$ cat config.mk
export PLATFORM = sky130hd
export DESIGN_NAME = spi_slave_rx_flat
export DESIGN_NICKNAME = d
export VERILOG_FILES = /design/src/rtl/spi_pkg.sv /design/src/rtl/spi_slave_rx_if.sv /design/src/rtl/sync_fifo.sv /design/src/rtl/spi_slave_rx.sv /design/src/flat_wrapper.sv
export SDC_FILE = /design/constraint.sdc
export NUM_CORES = 1
export LEC_CHECK = 0
export CAP_MARGIN = 0
export CORE_ASPECT_RATIO = 0.6
export CORE_UTILIZATION = 58
export CTS_CLUSTER_DIAMETER = 120
export DETAILED_ROUTE_END_ITERATION = 10
export PLACE_DENSITY = 0.86
export SYNTH_ARGS = -nofsm -noshare
export SYNTH_HDL_FRONTEND = slang
export SYNTH_SLANG_ARGS = --single-unit
$ cat constraint.sdc
create_clock -name clk -period 3.7 [get_ports clk]
set_clock_uncertainty 0.15 [all_clocks]
set_input_delay 0.74 -clock clk [delete_from_list [all_inputs] [get_ports clk]]
set_output_delay 0.74 -clock clk [all_outputs]
set_load 0.02 [all_outputs]
$ cat src/rtl/spi_pkg.sv
// Shared definitions for the SPI receive path: frame width, FSM states, synchronizer reset levels.
// Latency: n/a (definitions only).
// Backpressure: n/a.
package spi_pkg;

   localparam int SPI_DATA_W = 12;

   typedef enum logic [1:0] {
      IDLE      = 2'd0,
      SHIFT     = 2'd1,
      DONE_WAIT = 2'd2
   } state_t;

   // Synchronizer reset levels: the bus looks idle (deselected, clock low) out of reset.
   localparam logic SYNC_CS_RST   = 1'b1;
   localparam logic SYNC_SCLK_RST = 1'b0;
   localparam logic SYNC_MOSI_RST = 1'b0;

endpackage

$ cat src/rtl/spi_slave_rx_if.sv
// Bundle of SPI lines in and the received-word stream out of spi_slave_rx.
// Latency: n/a (wiring only).
// Backpressure: out_ready from the consumer; the SPI side has none.
// Signals: cs/sclk/mosi (SPI in), out_data/out_valid/out_ready (word stream),
//          frame_err/overflow (one-cycle status pulses), fifo_count (occupancy).
interface spi_slave_rx_if #(
   parameter int DATA_W     = spi_pkg::SPI_DATA_W,
   parameter int FIFO_DEPTH = 4
);
   import spi_pkg::*;

   logic                        cs;
   logic                        sclk;
   logic                        mosi;
   logic [DATA_W-1:0]           out_data;
   logic                        out_valid;
   logic                        out_ready;
   logic                        frame_err;
   logic                        overflow;
   logic [$clog2(FIFO_DEPTH):0] fifo_count;

   // The receiver block.
   modport slave (
      input  cs, sclk, mosi, out_ready,
      output out_data, out_valid, frame_err, overflow, fifo_count
   );

   // The environment: SPI master plus word consumer.
   modport master (
      output cs, sclk, mosi, out_ready,
      input  out_data, out_valid, frame_err, overflow, fifo_count
   );

endinterface

$ cat src/rtl/sync_fifo.sv
// Single-clock FIFO with combinational head read and occupancy count.
// Latency: a push is visible at the head (empty deasserts) the cycle after the write edge.
// Backpressure: push while full without a pop is ignored; push and pop together when full both succeed.
// Ports: clk, rst_n (sync, active-low), push/push_data, pop, rd_data (head), full, empty, count.
module sync_fifo #(
   parameter int WIDTH = 12,
   parameter int DEPTH = 4
) (
   input  logic                     clk,
   input  logic                     rst_n,
   input  logic                     push,
   input  logic [WIDTH-1:0]         push_data,
   input  logic                     pop,
   output logic [WIDTH-1:0]         rd_data,
   output logic                     full,
   output logic                     empty,
   output logic [$clog2(DEPTH):0]   count
);
   localparam int PTR_W = $clog2(DEPTH);

   logic [WIDTH-1:0] mem [DEPTH];
   logic [PTR_W-1:0] wr_ptr;
   logic [PTR_W-1:0] rd_ptr;
   logic             do_push;
   logic             do_pop;

   assign full    = (count == (PTR_W+1)'(DEPTH));
   assign empty   = (count == '0);
   // When full, a same-cycle pop frees the slot being written (wr_ptr == rd_ptr).
   assign do_push = push & (~full | pop);
   assign do_pop  = pop & ~empty;
   assign rd_data = mem[rd_ptr];

   always_ff @(posedge clk) begin
      if (!rst_n) begin
         wr_ptr <= '0;
         rd_ptr <= '0;
         count  <= '0;
         for (int i = 0; i < DEPTH; i++) begin
            mem[i] <= '0;
         end
      end else begin
         if (do_push) begin
            mem[wr_ptr] <= push_data;
            wr_ptr      <= wr_ptr + PTR_W'(1);
         end
         if (do_pop) begin
            rd_ptr <= rd_ptr + PTR_W'(1);
         end
         case ({do_push, do_pop})
            2'b10:   count <= count + 1'b1;
            2'b01:   count <= count - 1'b1;
            default: count <= count;
         endcase
      end
   end

endmodule

$ cat src/rtl/spi_slave_rx.sv
// Oversampling SPI receiver: reassembles cs/sclk/mosi frames into words and queues them for a valid/ready consumer.
// Latency: final-bit sclk rise captured at edge N -> FIFO write at edge N+2 -> out_valid the cycle after.
// Backpressure: out_ready stalls the FIFO; a word completing while the FIFO is full is dropped with an overflow pulse.
// Ports: clk, rst_n (sync, active-low), bus (slave modport: cs/sclk/mosi in, out_* stream, frame_err, overflow, fifo_count).
module spi_slave_rx
   import spi_pkg::*;
#(
   parameter int DATA_W     = SPI_DATA_W,
   parameter int LSB_FIRST  = 1,
   parameter int FIFO_DEPTH = 4
) (
   input  logic          clk,
   input  logic          rst_n,
   spi_slave_rx_if.slave bus
);
   localparam int CNT_W = $clog2(DATA_W) + 1;

   // Two-flop synchronizers plus one extra delay flop for edge detection.
   logic cs_m, cs_s, cs_q;
   logic sclk_m, sclk_s, sclk_q;
   logic mosi_m, mosi_s;

   always_ff @(posedge clk) begin
      if (!rst_n) begin
         cs_m   <= SYNC_CS_RST;
         cs_s   <= SYNC_CS_RST;
         cs_q   <= SYNC_CS_RST;
         sclk_m <= SYNC_SCLK_RST;
         sclk_s <= SYNC_SCLK_RST;
         sclk_q <= SYNC_SCLK_RST;
         mosi_m <= SYNC_MOSI_RST;
         mosi_s <= SYNC_MOSI_RST;
      end else begin
         cs_m   <= bus.cs;
         cs_s   <= cs_m;
         cs_q   <= cs_s;
         sclk_m <= bus.sclk;
         sclk_s <= sclk_m;
         sclk_q <= sclk_s;
         mosi_m <= bus.mosi;
         mosi_s <= mosi_m;
      end
   end

   logic sclk_rise, cs_fall, cs_rise;
   assign sclk_rise = sclk_s & ~sclk_q;
   assign cs_fall   = ~cs_s & cs_q;
   assign cs_rise   = cs_s & ~cs_q;

   state_t            state;
   logic [CNT_W-1:0]  bit_cnt;
   logic [DATA_W-1:0] sr;
   logic [DATA_W-1:0] shifted;
   logic              last_bit;
   logic              push;
   logic              frame_err_r;

   // Register contents after taking mosi_s; for the final bit this is the complete word.
   always_comb begin
      shifted = sr;
      if (LSB_FIRST != 0) begin
         shifted = {mosi_s, sr[DATA_W-1:1]};
      end else begin
         shifted = {sr[DATA_W-2:0], mosi_s};
      end
   end

   assign last_bit = (bit_cnt == CNT_W'(DATA_W - 1));
   // Push is combinational so the word enters the FIFO on the same edge its last bit is sampled.
   assign push     = (state == SHIFT) & sclk_rise & last_bit;

   always_ff @(posedge clk) begin
      if (!rst_n) begin
         state       <= IDLE;
         bit_cnt     <= '0;
         sr          <= '0;
         frame_err_r <= 1'b0;
      end else begin
         frame_err_r <= 1'b0;
         case (state)
            IDLE: begin
               if (cs_fall) begin
                  state   <= SHIFT;
                  bit_cnt <= '0;
                  sr      <= '0;
               end
            end
            SHIFT: begin
               if (push) begin
                  // A coincident cs_rise still completes the word cleanly.
                  bit_cnt <= '0;
                  sr      <= '0;
                  state   <= cs_rise ? IDLE : DONE_WAIT;
               end else if (cs_rise) begin
                  frame_err_r <= 1'b1;
                  bit_cnt     <= '0;
                  sr          <= '0;
                  state       <= IDLE;
               end else if (sclk_rise) begin
                  sr      <= shifted;
                  bit_cnt <= bit_cnt + 1'b1;
               end
            end
            DONE_WAIT: begin
               if (sclk_rise) begin
                  frame_err_r <= 1'b1;
               end
               if (cs_rise) begin
                  state <= IDLE;
               end
            end
            default: state <= IDLE;
         endcase
      end
   end

   logic fifo_full, fifo_empty, pop, overflow_r;

   assign pop = ~fifo_empty & bus.out_ready;

   sync_fifo #(
      .WIDTH (DATA_W),
      .DEPTH (FIFO_DEPTH)
   ) u_fifo (
      .clk       (clk),
      .rst_n     (rst_n),
      .push      (push),
      .push_data (shifted),
      .pop       (pop),
      .rd_data   (bus.out_data),
      .full      (fifo_full),
      .empty     (fifo_empty),
      .count     (bus.fifo_count)
   );

   always_ff @(posedge clk) begin
      if (!rst_n) begin
         overflow_r <= 1'b0;
      end else begin
         overflow_r <= push & fifo_full & ~pop;
      end
   end

   assign bus.out_valid = ~fifo_empty;
   assign bus.frame_err = frame_err_r;
   assign bus.overflow  = overflow_r;

endmodule

$ cat src/flat_wrapper.sv
// flat-port wrapper written by rule: the top's interface ports become plain ports
module spi_slave_rx_flat import spi_pkg::*;
#(
   parameter int DATA_W     = SPI_DATA_W,
   parameter int LSB_FIRST  = 1,
   parameter int FIFO_DEPTH = 4
)
  (clk, rst_n, bus_cs, bus_sclk, bus_mosi, bus_out_ready, bus_out_data, bus_out_valid, bus_frame_err, bus_overflow, bus_fifo_count);
  spi_slave_rx_if #(.DATA_W(DATA_W), .FIFO_DEPTH(FIFO_DEPTH)) bus_i ();
  input  logic clk;
  input  logic rst_n;
  input wire logic [$bits(bus_i.cs)-1:0] bus_cs;
  input wire logic [$bits(bus_i.sclk)-1:0] bus_sclk;
  input wire logic [$bits(bus_i.mosi)-1:0] bus_mosi;
  input wire logic [$bits(bus_i.out_ready)-1:0] bus_out_ready;
  output wire logic [$bits(bus_i.out_data)-1:0] bus_out_data;
  output wire logic [$bits(bus_i.out_valid)-1:0] bus_out_valid;
  output wire logic [$bits(bus_i.frame_err)-1:0] bus_frame_err;
  output wire logic [$bits(bus_i.overflow)-1:0] bus_overflow;
  output wire logic [$bits(bus_i.fifo_count)-1:0] bus_fifo_count;
  assign bus_i.cs = bus_cs;
  assign bus_i.sclk = bus_sclk;
  assign bus_i.mosi = bus_mosi;
  assign bus_i.out_ready = bus_out_ready;
  assign bus_out_data = bus_i.out_data;
  assign bus_out_valid = bus_i.out_valid;
  assign bus_frame_err = bus_i.frame_err;
  assign bus_overflow = bus_i.overflow;
  assign bus_fifo_count = bus_i.fifo_count;
  spi_slave_rx #(.DATA_W(DATA_W), .LSB_FIRST(LSB_FIRST), .FIFO_DEPTH(FIFO_DEPTH)) u_core (.clk(clk), .rst_n(rst_n), .bus(bus_i));
endmodule
# --- After elaboration in Yosys (flattened, before gate mapping) ---
# Memories as Yosys holds them, arrays and structs flattened. A register that Yosys moved wholly into a read port is not among the register bits.
# Cells that the tools add are included.
word_totals:
  reg_bits: 36
  mem_bits_rw: 48
  input_bits: 6
  elab_cells: 82
  n_memories: 1
classes:
  addsub: 5
  n_eq_ne: 8
  muxes: 29
  bitwise_logic: 17
  reduce_logical: 6
mem_list:
  columns: ["memory", "words", "word_bits", "read_ports", "rd_ports_with_merged_regs", "wr", "line_no", "rtl"]
  rows:
  - ["u_core.u_fifo.mem", 4, 12, 1, 1, 4, "sync_fifo.sv:21", "logic [WIDTH-1:0] mem [DEPTH];"]
ops:
  columns: ["cell", "count"]
  rows:
  - ["two-way mux 12 bit", 5]
  - ["case mux 12 bit (2 select lines)", 1]
  - ["two-way mux 5 bit", 4]
  - ["two-way mux 2 bit", 7]
  - ["OR reduction 12 bit", 1]
  - ["bitwise AND 1 bit", 10]
  - ["case mux 5 bit (2 select lines)", 1]
  - ["two-way mux 1 bit", 8]
  - ["NOT 1 bit", 6]
  - ["case mux 2 bit (3 select lines)", 1]
  - ["case mux 3 bit (2 select lines)", 1]
  - ["adder 5 x 1 -> 5 bit, second input constant", 1]
  - ["equality test 5 x 4 -> 1 bit, second input constant", 1]
  - ["adder 2 x 1 -> 2 bit, second input constant", 2]
  - ["equality test 2 x 1 -> 1 bit, second input constant", 2]
  - ["equality test 2 bit, second input constant", 2]
  - ["!= test 4 x 1 -> 1 bit, second input constant", 1]
  - ["nonzero test 2 bit", 2]
  - ["adder 3 x 1 -> 3 bit, second input constant", 1]
  - ["equality test 3 bit, second input constant", 1]
  - ["zero test 3 bit", 1]
  - ["AND reduction 3 bit", 1]
  - ["subtractor 3 x 1 -> 3 bit, second input constant", 1]
  - ["zero test 2 bit", 1]
  - ["3 further kinds", 3]

# --- Longest topological paths before layout ---
logic_depth:
  ltp_word: 10
  ltp_mapped: 11
  depth_no_buf: 10

# --- Hierarchy ---
# A second synthesis with hierarchy kept.
unflattened:
  cells_unflattened: 310
  hier_area_um2: 3915.0
by_module_without_submodules:
  columns: ["mod", "n_inst", "cells_each", "area_per_inst_um2", "seq_area_each_um2"]
  rows:
  - ["sync_fifo", 1, 168, 2563.7, 1621.6]
  - ["spi_slave_rx", 1, 142, 1351.3, 560.5]

# --- Least setup slack after synthesis ---
# Ideal clock, no wire load.
synth_timing:
  kind: "input to register"
  startpoint: "in bus_out_ready"
  endpoint: "reg u_core.u_fifo.count[2]"
  setup_ns: 0.073
  arrival_time_ns: 2.541
  path_slack_ns: 0.937
  path_stages: 8
  n_path_buf: 0
  path_cell_list: "or4b_4 > nand3_1 > ha_1 > inv_1 > fa_1 > xor2_1 > or3_1 > a21oi_1"
synth_between:
  elab_chain_cells: 5
  word_cells_on_any_way: 8
  classes_between: "eq/ne: 2; mux: 1; bitwise: 4; reduce/logical: 1"
synth_rtl:
  columns: ["item", "line_no", "rtl"]
  rows:
  - ["start: declaration", "flat_wrapper.sv:15", "input wire logic [$bits(bus_i.out_ready)-1:0] bus_out_ready;"]
  - ["bitwise AND 1 bit *", "spi_slave_rx.sv:119", "assign pop = ~fifo_empty & bus.out_ready;"]
  - ["bitwise OR 1 bit", "sync_fifo.sv:30", "assign do_push = push & (~full | pop);"]
  - ["bitwise AND 1 bit", "sync_fifo.sv:30", null]
  - ["equality test 2 x 1 -> 1 bit / equality test 2 bit (equally long branches)", "sync_fifo.sv:50", "case ({do_push, do_pop})"]
  - ["case mux 3 bit (2 select lines) / nonzero test 2 bit (equally long branches)", null, null]
  - ["end signal: assignment", "sync_fifo.sv:51", "2'b10: count <= count + 1'b1;"]
  - ["end signal: assignment", "sync_fifo.sv:52", "2'b01: count <= count - 1'b1;"]
  - ["end signal: assignment", "sync_fifo.sv:53", "default: count <= count;"]
  - ["end: declaration", "sync_fifo.sv:17", "output logic [$clog2(DEPTH):0] count"]
# Every way passes the cells marked *; elsewhere a longest branch is shown, timed or not.
# A chain may end at the register's enable or synchronous reset.

# --- Worst setup path after layout ---
# Same ends and word-level chain as after synthesis.

==> summary.txt <==
Routing
  • Final WL: slightly below 7000 um
  • Vias: between 2000 and 2500
  • DRT iter0 DRCs: 143
  • Via density: roughly 5.7
  • Antenna Nets Post-Route: 0
  • Router iterations before antenna repair: 4
  • Per-cell routed wire length: 17.6 um
  • DR DRC count: 0

Global route
  • Gr ovfl total: 0
  • Number of global-route vias before repair: around 2300
  • Largest net degree at the start of global routing: 21
  • Initial antenna violation count: 0
  • First-pass GRT wire length: 11700 um
  • Overall routing resource usage: 23.8%

STA
  • Fin. max-slew vios: 0
  • Crit path time final: 3.01 ns
  • Final setup fails: 0
  • Max_slew headroom: about 51%
  • Worst-margin pin slew: approximately 0.74 ns
  • Setup ws final: between 0.6 and 0.7 ns
  • Hold Violations, Final: 0
  • Setup TNS: 0 ns
  • RSZ-0062 raised after global routing: false
  • Period utilisation layout: between 80% and 90%
  • Max Fclk: ~330 MHz
  • Hold WS: around 0.28 ns

Placement
  • Placed insts: 376
  • Dpl ws: between 0.3 and 0.4 ns
  • Buffers on Ports: 23
  • RD Place Congestion: 0.809
  • Placed Instance Area: 0.00399 mm^2
  • DPL Wire Length: about 4600 um

Worst setup path
  • RR Startpoint: u_core.state[1]$_SDFFE_PN0P_
  • Crit Path Max Fanout: 5
  • CP startpoint kind: input pin
  • Crit path required time: between 3 and 4 ns
  • Crit end category: flop
  • R2r setup slk: just over 0.9 ns
  • Setup CP Type: in2reg
  • Crit. Startpoint: bus_out_ready
  • Arrival @ worst endpoint: 3.15 ns

Yosys
  • Synth Warn #: 0
  • Asr flop ratio synth: 0%
  • Syn Nets: between 200 and 300
  • Mapped Cells: 275
  • Yosys cell types: between 40 and 50
  • Post-synth EDFFs: 48
  • Top_reg_cell synth: edfxtp_1
  • Sequential cell area fraction in the yosys report: 59.2%
  • Post-Syn Area: between 0.003 and 0.004 mm^2
  • Synthesized flop and latch total: 85
  • Mean post-synth cell area: 13.4 um^2

Clock network
  • Worst-path clk slew: around 0.08 ns
  • Cts-stage hold buffer count: 0
  • Clk_lat worst skew: ~0.36 ns
  • Post-CTS setup buffer count: 0
  • Post-CTS sizing: 0
  • TritonCTS buffer count: 9
  • Clock tree root buffer cell: clkbuf_8
  • Clk buf depth: 2
  • TritonCTS clock tree: built
  • Clock Sink Count: between 80 and 90
  • H-tree depth: 3

Cells and area
  • Non-filler instance count after layout: between 300 and 400
  • Nets: about 320
  • Final core utilization: roughly 69%
  • Fill count: about 430
  • Area of the multi-input gates: ~0.0014 mm^2
  • Area Overhead vs Synth: 14.2%
  • Ant. Diodes: 0
  • Final instance area: between 0.004 and 0.005 mm^2
  • Register area: around 0.0022 mm^2
  • Layout cell share with drive strength beyond 1: between 10% and 20%

Die
  • Die width: between 100 and 150 um
  • Total core area: between 0.006 and 0.007 mm^2
  • Die Y: 63.7 um
  • Starting Density: approximately three fifths
  • Rows: 22
  • Io pins: 24
  • DIE AREA: about 0.0067 mm^2

Power
  • Leak pwr: 1.47 nW
  • Pwr Density: approximately 430 mW/mm^2
  • Max VDD drop: ~0.00027 V
  • Power, Total: ~1.8 mW

Hold path
  • HP Class: reg2reg
  • Hold_sp: u_core.cs_m$_SDFF_PN1_

Outcome
  • Status: completed

Flow run
  • MaxCap Viol Count: 0
-- layout make-up --
cell class                      count  area share [%]
Multi-Input combinational cell    171            33.3
Timing Repair Buffer               29            6.54
Tap cell                           84            2.50
Clock inverter                      5            1.99
Sequential cell                    85            51.9
Clock buffer                       11            3.12
Inverter                            7           0.625
-- cell families (layout without fill, tap and decap cells) --
group           after synthesis  count (layout)  synth area share [%]
simple gates                110             110                  18.8
flops                        85              85                  59.2
compound gates               35              35                  7.47
buf+inv                      19              52                  2.85
mux                          13              13                  7.64
fa+ha+maj                     7               7                  2.58
xor+xnor                      6               6                  1.43
-- critical path, stage by stage --
cell,delay (ns)
clkdlybuf4s50_1,0.43
or4b_4,0.54
nand3_1,0.18
ha_1,0.21
inv_1,0.06
fa_1,0.38
xor2_1,0.16
or3_1,0.31
a21oi_1,0.14
-- synthesized netlist by cell type, types with 2 or more instances --
cell	instances	share of area, %
and2_1	54	9.2
edfxtp_1	48	39
dfxtp_1	37	20
a22o_1	15	3.6
nor2_1	15	1.5
mux4_2	12	7.3
a21oi_1	6	0.81
ha_1	6	2.0
inv_1	6	0.61
nand2_1	6	0.61
nand2b_1	6	1.0
clkbuf_1	4	0.41
nand3_1	4	0.54
nor2b_1	4	0.68
nor3_1	4	0.54
o21ai_0	4	0.54
xor2_1	4	0.95
buf_2	3	0.41
buf_6	3	0.92
a32oi_1	2	0.48
and4bb_2	2	0.68
buf_4	2	0.41
nor3b_2	2	0.68
or3_1	2	0.34
xnor2_1	2	0.48
-- where the power goes --
group          switching, mW  total [mW]  leakage (nW)  internal (mW)
Sequential            0.0112        1.04         0.755           1.02
Combinational         0.0450      0.0829         0.619         0.0379
Clock                  0.327       0.710         0.100          0.383
Total                  0.383        1.83          1.47           1.45
-- cells in the final DEF (no fill, tap or decap), types with 2 or more instances in the layout --
cell              n
ha_1              6
nor2_1           15
xnor2_1           2
a32oi_1           2
clkbuf_8          9
mux4_2           12
nor3_1            4
nand3_1           4
and2_1           54
nand2_1           6
and4bb_2          2
nor2b_1           4
clkdlybuf4s50_1  23
nand2b_1          6
o21ai_0           4
edfxtp_1         48
a22o_1           15
nor3b_2           2
clkinvlp_4        2
buf_4             6
or3_1             2
dfxtp_1          37
a21oi_1           6
inv_1             6
xor2_1            4
bufinv_16         2
clkbuf_1          2
-- worst paths after layout --
check,endpoint,cells past startpoint
min reg2reg,u_core.cs_s$_SDFF_PN1_,1
max,u_core.u_fifo.count[2]$_SDFFE_PN0P_,9
max reg2reg,u_core.u_fifo.mem[0][9]$_SDFFCE_PN0P_,6
min,u_core.cs_s$_SDFF_PN1_,1
-- registers in the layout, indices dropped and copies added (netlist names), named ones only --
register	flops
u_core.sclk_s	1
u_core.cs_s	1
u_core.u_fifo.count	3
u_core.sclk_q	1
u_core.u_fifo.mem	48
u_core.mosi_m	1
u_core.u_fifo.wr_ptr	2
u_core.sr	11
u_core.state	2
u_core.sclk_m	1
u_core.cs_m	1
u_core.u_fifo.rd_ptr	2
u_core.mosi_s	1
u_core.bit_cnt	5
u_core.cs_q	1
u_core.bus.overflow	1
u_core.bus.frame_err	1
-- routing by layer --
layer / GRT usage [%] / wire [um] / vias up
met4: 7.04 / 100 / 0
met2: 39.7 / 3320 / 60
met5: 0 / 0 / -
met1: 30.9 / 3100 / 1126
met3: 6.33 / 358 / 11
li1: - / - / 1054
Power figures use the tool's default switching activity.
